$ cat config.mk
export PLATFORM = sky130hd
export DESIGN_NAME = link_writer
export DESIGN_NICKNAME = d
export VERILOG_FILES = /design/src/rtl/link_writer.sv
export SDC_FILE = /design/constraint.sdc
export NUM_CORES = 1
export LEC_CHECK = 0
export ABC_AREA = 1
export CORE_ASPECT_RATIO = 1.4
export CORE_MARGIN = 3
export CORE_UTILIZATION = 55
export CTS_CLUSTER_DIAMETER = 200
export DETAILED_ROUTE_END_ITERATION = 7
export GPL_ROUTABILITY_DRIVEN = 0
export PLACE_DENSITY = 0.93
export SYNTH_ARGS = -nofsm -noshare
export SYNTH_HDL_FRONTEND = slang
export SYNTH_SLANG_ARGS = --single-unit
$ cat constraint.sdc
create_clock -name CLK -period 3.3 [get_ports CLK]
set_input_delay 0.66 -clock CLK [delete_from_list [all_inputs] [get_ports CLK]]
set_output_delay 0.66 -clock CLK [all_outputs]
set_load 0.01 [all_outputs]
$ cat src/rtl/link_writer.sv
// Link-register write buffer: queues jal-style return addresses, shares the single
// RegFile write port with pipeline writeback, and forwards uncommitted links to Read1.
module link_writer #(
   parameter int          DEPTH = 2,
   parameter logic [15:0] INC   = 16'd1
) (
   input  logic                     CLK,
   input  logic                     Reset,
   input  logic                     LinkReq,
   input  logic [15:0]              LinkPC,
   input  logic [3:0]               LinkReg,
   output logic                     Ready,
   input  logic                     WbReq,
   input  logic [3:0]               WbReg,
   input  logic [15:0]              WbData,
   output logic                     RegWrite,
   output logic [3:0]               WriteReg,
   output logic [15:0]              WriteData,
   input  logic [3:0]               LookupReg,
   output logic                     LookupHit,
   output logic [15:0]              LookupData,
   output logic [$clog2(DEPTH):0]   Pending,
   output logic                     Overflow
);

   localparam int            AW   = $clog2(DEPTH);
   localparam int            CW   = AW + 1;
   localparam logic [CW-1:0] FULL = CW'(DEPTH);

   logic [AW-1:0]    head_q, head_d;
   logic [AW-1:0]    tail_q, tail_d;
   logic [CW-1:0]    count_q, count_d;
   logic [DEPTH-1:0] vld_q, vld_d;
   logic             overflow_q, overflow_d;
   logic             reg_write_q, reg_write_d;
   logic [3:0]       write_reg_q, write_reg_d;
   logic [15:0]      write_data_q, write_data_d;
   logic [3:0]       ent_reg_q  [DEPTH];
   logic [15:0]      ent_data_q [DEPTH];
   logic [15:0]      link_data_d;
   logic             do_enq;
   logic             do_pop;
   logic [AW-1:0]    fwd_idx;

   assign Ready       = (count_q < FULL);
   assign Pending     = count_q;
   assign Overflow    = overflow_q;
   assign RegWrite    = reg_write_q;
   assign WriteReg    = write_reg_q;
   assign WriteData   = write_data_q;
   assign link_data_d = LinkPC + INC;

   // r0 links are accepted (no overflow) but never occupy a slot
   assign do_enq = LinkReq && Ready && (LinkReg != 4'd0);
   assign do_pop = !WbReq && (count_q != '0);

   always_comb begin
      head_d       = head_q;
      tail_d       = tail_q;
      vld_d        = vld_q;
      reg_write_d  = 1'b0;
      write_reg_d  = write_reg_q;
      write_data_d = write_data_q;
      overflow_d   = overflow_q | (LinkReq & ~Ready);

      if (WbReq) begin
         reg_write_d  = 1'b1;
         write_reg_d  = WbReg;
         write_data_d = WbData;
         // the writeback is younger, so queued links to the same register are stale
         for (int i = 0; i < DEPTH; i++) begin
            if (vld_q[i] && (ent_reg_q[i] == WbReg)) begin
               vld_d[i] = 1'b0;
            end
         end
      end else if (do_pop) begin
         reg_write_d = vld_q[head_q];
         if (vld_q[head_q]) begin
            write_reg_d  = ent_reg_q[head_q];
            write_data_d = ent_data_q[head_q];
         end
         vld_d[head_q] = 1'b0;
         head_d        = head_q + 1'b1;
      end

      if (do_enq) begin
         vld_d[tail_q] = 1'b1;
         tail_d        = tail_q + 1'b1;
      end

      count_d = count_q + CW'(do_enq) - CW'(do_pop);
   end

   always_ff @(posedge CLK or posedge Reset) begin
      if (Reset) begin
         head_q       <= '0;
         tail_q       <= '0;
         count_q      <= '0;
         vld_q        <= '0;
         overflow_q   <= 1'b0;
         reg_write_q  <= 1'b0;
         write_reg_q  <= '0;
         write_data_q <= '0;
      end else begin
         head_q       <= head_d;
         tail_q       <= tail_d;
         count_q      <= count_d;
         vld_q        <= vld_d;
         overflow_q   <= overflow_d;
         reg_write_q  <= reg_write_d;
         write_reg_q  <= write_reg_d;
         write_data_q <= write_data_d;
      end
   end

   // entry payload is qualified by vld_q, so it needs no reset
   always_ff @(posedge CLK) begin
      if (do_enq) begin
         ent_reg_q[tail_q]  <= LinkReg;
         ent_data_q[tail_q] <= link_data_d;
      end
   end

   // scan oldest to newest so the newest matching entry wins over older ones and the output stage
   always_comb begin
      LookupHit  = 1'b0;
      LookupData = '0;
      fwd_idx    = head_q;
      if (reg_write_q && (write_reg_q == LookupReg)) begin
         LookupHit  = 1'b1;
         LookupData = write_data_q;
      end
      for (int i = 0; i < DEPTH; i++) begin
         fwd_idx = head_q + AW'(i);
         if (vld_q[fwd_idx] && (ent_reg_q[fwd_idx] == LookupReg)) begin
            LookupHit  = 1'b1;
            LookupData = ent_data_q[fwd_idx];
         end
      end
      if (LookupReg == 4'd0) begin
         LookupHit  = 1'b0;
         LookupData = '0;
      end
   end

endmodule

==> impl_results.md <==
* Share of layout cells above drive strength 1 at 0.0662
* Hold Crit Class: register to register
* Clock sinks at 68
* RSZ-0062 raised after global routing: false
* Die W at 81.2 um
* Leakage at 2.92 nW
* Antenna Cells at 0
* Clk_skew at 0.00773 ns
* Per-cell routed wire length at 13.9 um
* Vias in the first global route at 3974
* Initial antenna violation count at 0
* DRT antenna net count at 0
* Power Density at 718 nW/um2
* Most numerous cell in the Yosys netlist: nand2_1
* #FFs+latches synth at 68
* Syn_nets at 632
* Residual DRC count at 0
* Worst hold slack at 0.476 ns
* Util after Layout at 0.761
* Worst-Skew Late Latency at 0.36 ns
* First-pass GRT wire length at 17600 um
* Worst-path clk slew at 0.07 ns
* Max Fclk at 311 MHz
* Final #Nets at 726
* Inserted Clock Buffers at 9
* Crit start category: primary input
* # IOs at 90
* Gr usage total at 0.249
* Die Area at 9030 um2
* Post-synth EDFFs at 40
* Synth Flop Type: edfxtp_1
* Drt first pass iters at 7
* Largest stage delay, worst path at 0.53 ns
* Pin count of the biggest net entering global routing at 63
* TritonCTS clock tree: done
* Worst slew pin tran at 0.714 ns
* Fraction of the yosys area taken by sequential cells at 0.437
* Crit share post-route at 0.975
* Max-slew violations at 0
* Maximum resistive drop on vdd at 0.565 mV
* Crit path kind: primary input to primary output
* Rows at 37
* Yosys warns at 0
* Core footprint at 7500 um2
* Worst slew margin at 0.522
* Final hold violations at 0
* Crit path max fanout at 12
* P&R area growth vs syn at 31.1%
* Synth unique cells at 33
* Async S/R FF share, synth at 0.412
* Root Driver: clkbuf_8
* Critical path's slowest cell: clkdlybuf4s50_1
* Initial Util at 0.580
* Clock Path Buffers at 2
* Mapped Avg Cell Area at 7.49 um2
* Most frequent cells after synthesis: nand2_1, inv_1, o21ai_0
* Max_cap viols at 0
* Grt ovf at 0
* Final worst path period need at 3.22 ns
* Status: complete, no violations
* Hpwl dp at 8320 um
* Total wire length at 10800 um
* Number of port buffers at 89
* CP Capture Type: primary output
* Top cells by area, synth: edfxtp_1, dfrtp_1, nand2_1
* CP Cell Sequence: clkdlybuf4s50_1, inv_1, nand3_1, nand2_1, nor2_4, nand3_4, nand3_1, nand2_1, inv_1, clkdlybuf4s50_1
* Number of DRC markers in iteration 0 at 458
* Gate count of the mapped netlist at 581
* Req. time, crit path at 2.64 ns
* Via density at 5.50
* Synth top area share at 0.276
* Die Height at 111 um
* Mapped Area at 4350 um2
* CTS H-tree depth at 3
* Final setup viols at 0
* Synth area leader: edfxtp_1
* Worst EP arrival at 2.56 ns
* Via count at 4275
* Sum Neg Setup Slack at 0 ns
## area by class of cell
type                       instances  area, um2
inverter                          96        363
fill                             513       1790
sequential                        68       1900
clock buffer                      10        128
clock inverter                     6       88.8
timing repair buffer             108       1150
multi-input combinational        392       1950
tap                               97        121
## cells in the final DEF, fill, tap and decap left out, types with 3 or more instances in the layout
cell type / instances
ha_1: 3
nor3_1: 4
nor2_4: 4
nor2_1: 35
a21oi_1: 9
inv_1: 93
clkbuf_8: 9
buf_12: 6
nand3_1: 37
dlymetal6s2s_1: 17
nand2_1: 177
dfrtp_1: 27
xnor2_1: 9
nand4_1: 35
a31oi_1: 3
o21ai_0: 41
clkdlybuf4s50_1: 71
buf_4: 12
xor2_1: 9
edfxtp_1: 40
o22ai_1: 4
o211ai_1: 12
## metal layers
| layer | GRT usage | vias to the layer above | wire length [um] |
|---|---|---|---|
| met5 | 0 | - | 0 |
| met4 | 0.107 | 0 | 412 |
| met3 | 0.0569 | 46 | 842 |
| met2 | 0.422 | 235 | 5360 |
| met1 | 0.294 | 1914 | 4170 |
| li1 | - | 2080 | - |
## cell families after synthesis
logic type / after synthesis / share of synthesized area
adder cells (fa/ha/maj): 3 / 0.00863
XOR/XNOR: 18 / 0.0362
AND/OR/NAND/NOR: 297 / 0.303
multiplexers: 1 / 0.00230
buffers and inverters: 121 / 0.115
AO/OA/AOI/OAI: 73 / 0.0975
flip-flops: 68 / 0.437
## report_power, final
group | internal, W | switching (W) | total [W]
clock | 0.000425 | 0.000311 | 0.000736
combinational | 0.000852 | 0.00120 | 0.00205
sequential | 0.00115 | 0.000157 | 0.00131
total | 0.00243 | 0.00167 | 0.00410
## worst max-delay path: cells and delay by family
kind / cells / cell delay, ns
buffers and inverters: 4 / 1.19
and+or+nand+nor: 6 / 0.70
## repair_timing
| action | CTS | global route |
|---|---|---|
| gates resized for setup | 1 | 20 |
| setup endpoints to repair | 6 | 17 |
| hold endpoints to repair | 0 | 0 |
| hold buffers | 0 | 0 |
| pin swaps | 0 | 2 |
| buffers inserted | 0 | 5 |
## flip-flops by register name, summed over array words and instances (netlist names)
signal	count
vld_q	2
RegWrite	1
ent_reg_q	8
Pending	2
ent_data_q	32
tail_q	1
head_q	1
WriteReg	4
WriteData	16
Overflow	1
## worst paths after layout
check | cells past startpoint | end | start | slack (ns)
setup / recovery | 10 | LookupHit | LookupReg[0] | 0.08
hold / removal | 1 | Overflow | Overflow | 0.48
setup reg to reg | 7 | WriteData[9] | head_q | 1.13
hold reg to reg | 1 | Overflow | Overflow | 0.48
max in group asynchronous | 3 | head_q | Reset | 2.35
min in group asynchronous | 3 | WriteReg[1] | Reset | 0.67
## metrics by stage
step | worst slack, ns | total power (W) | instances | cell area (um2)
2_1_floorplan | 0.979 | 0.00253 | 581 | 4350
3_5_place_dp | -0.0135 | 0.00334 | 756 | 5410
6_report | 0.0835 | 0.00410 | 777 | 5710
5_1_grt | 0.0153 | 0.00439 | 777 | 5710
3_3_place_gp | 0.0361 | 0.00325 | 756 | 5410
4_1_cts | 0.0131 | 0.00408 | 772 | 5620
No activity file was read; power rests on OpenSTA's default activity.
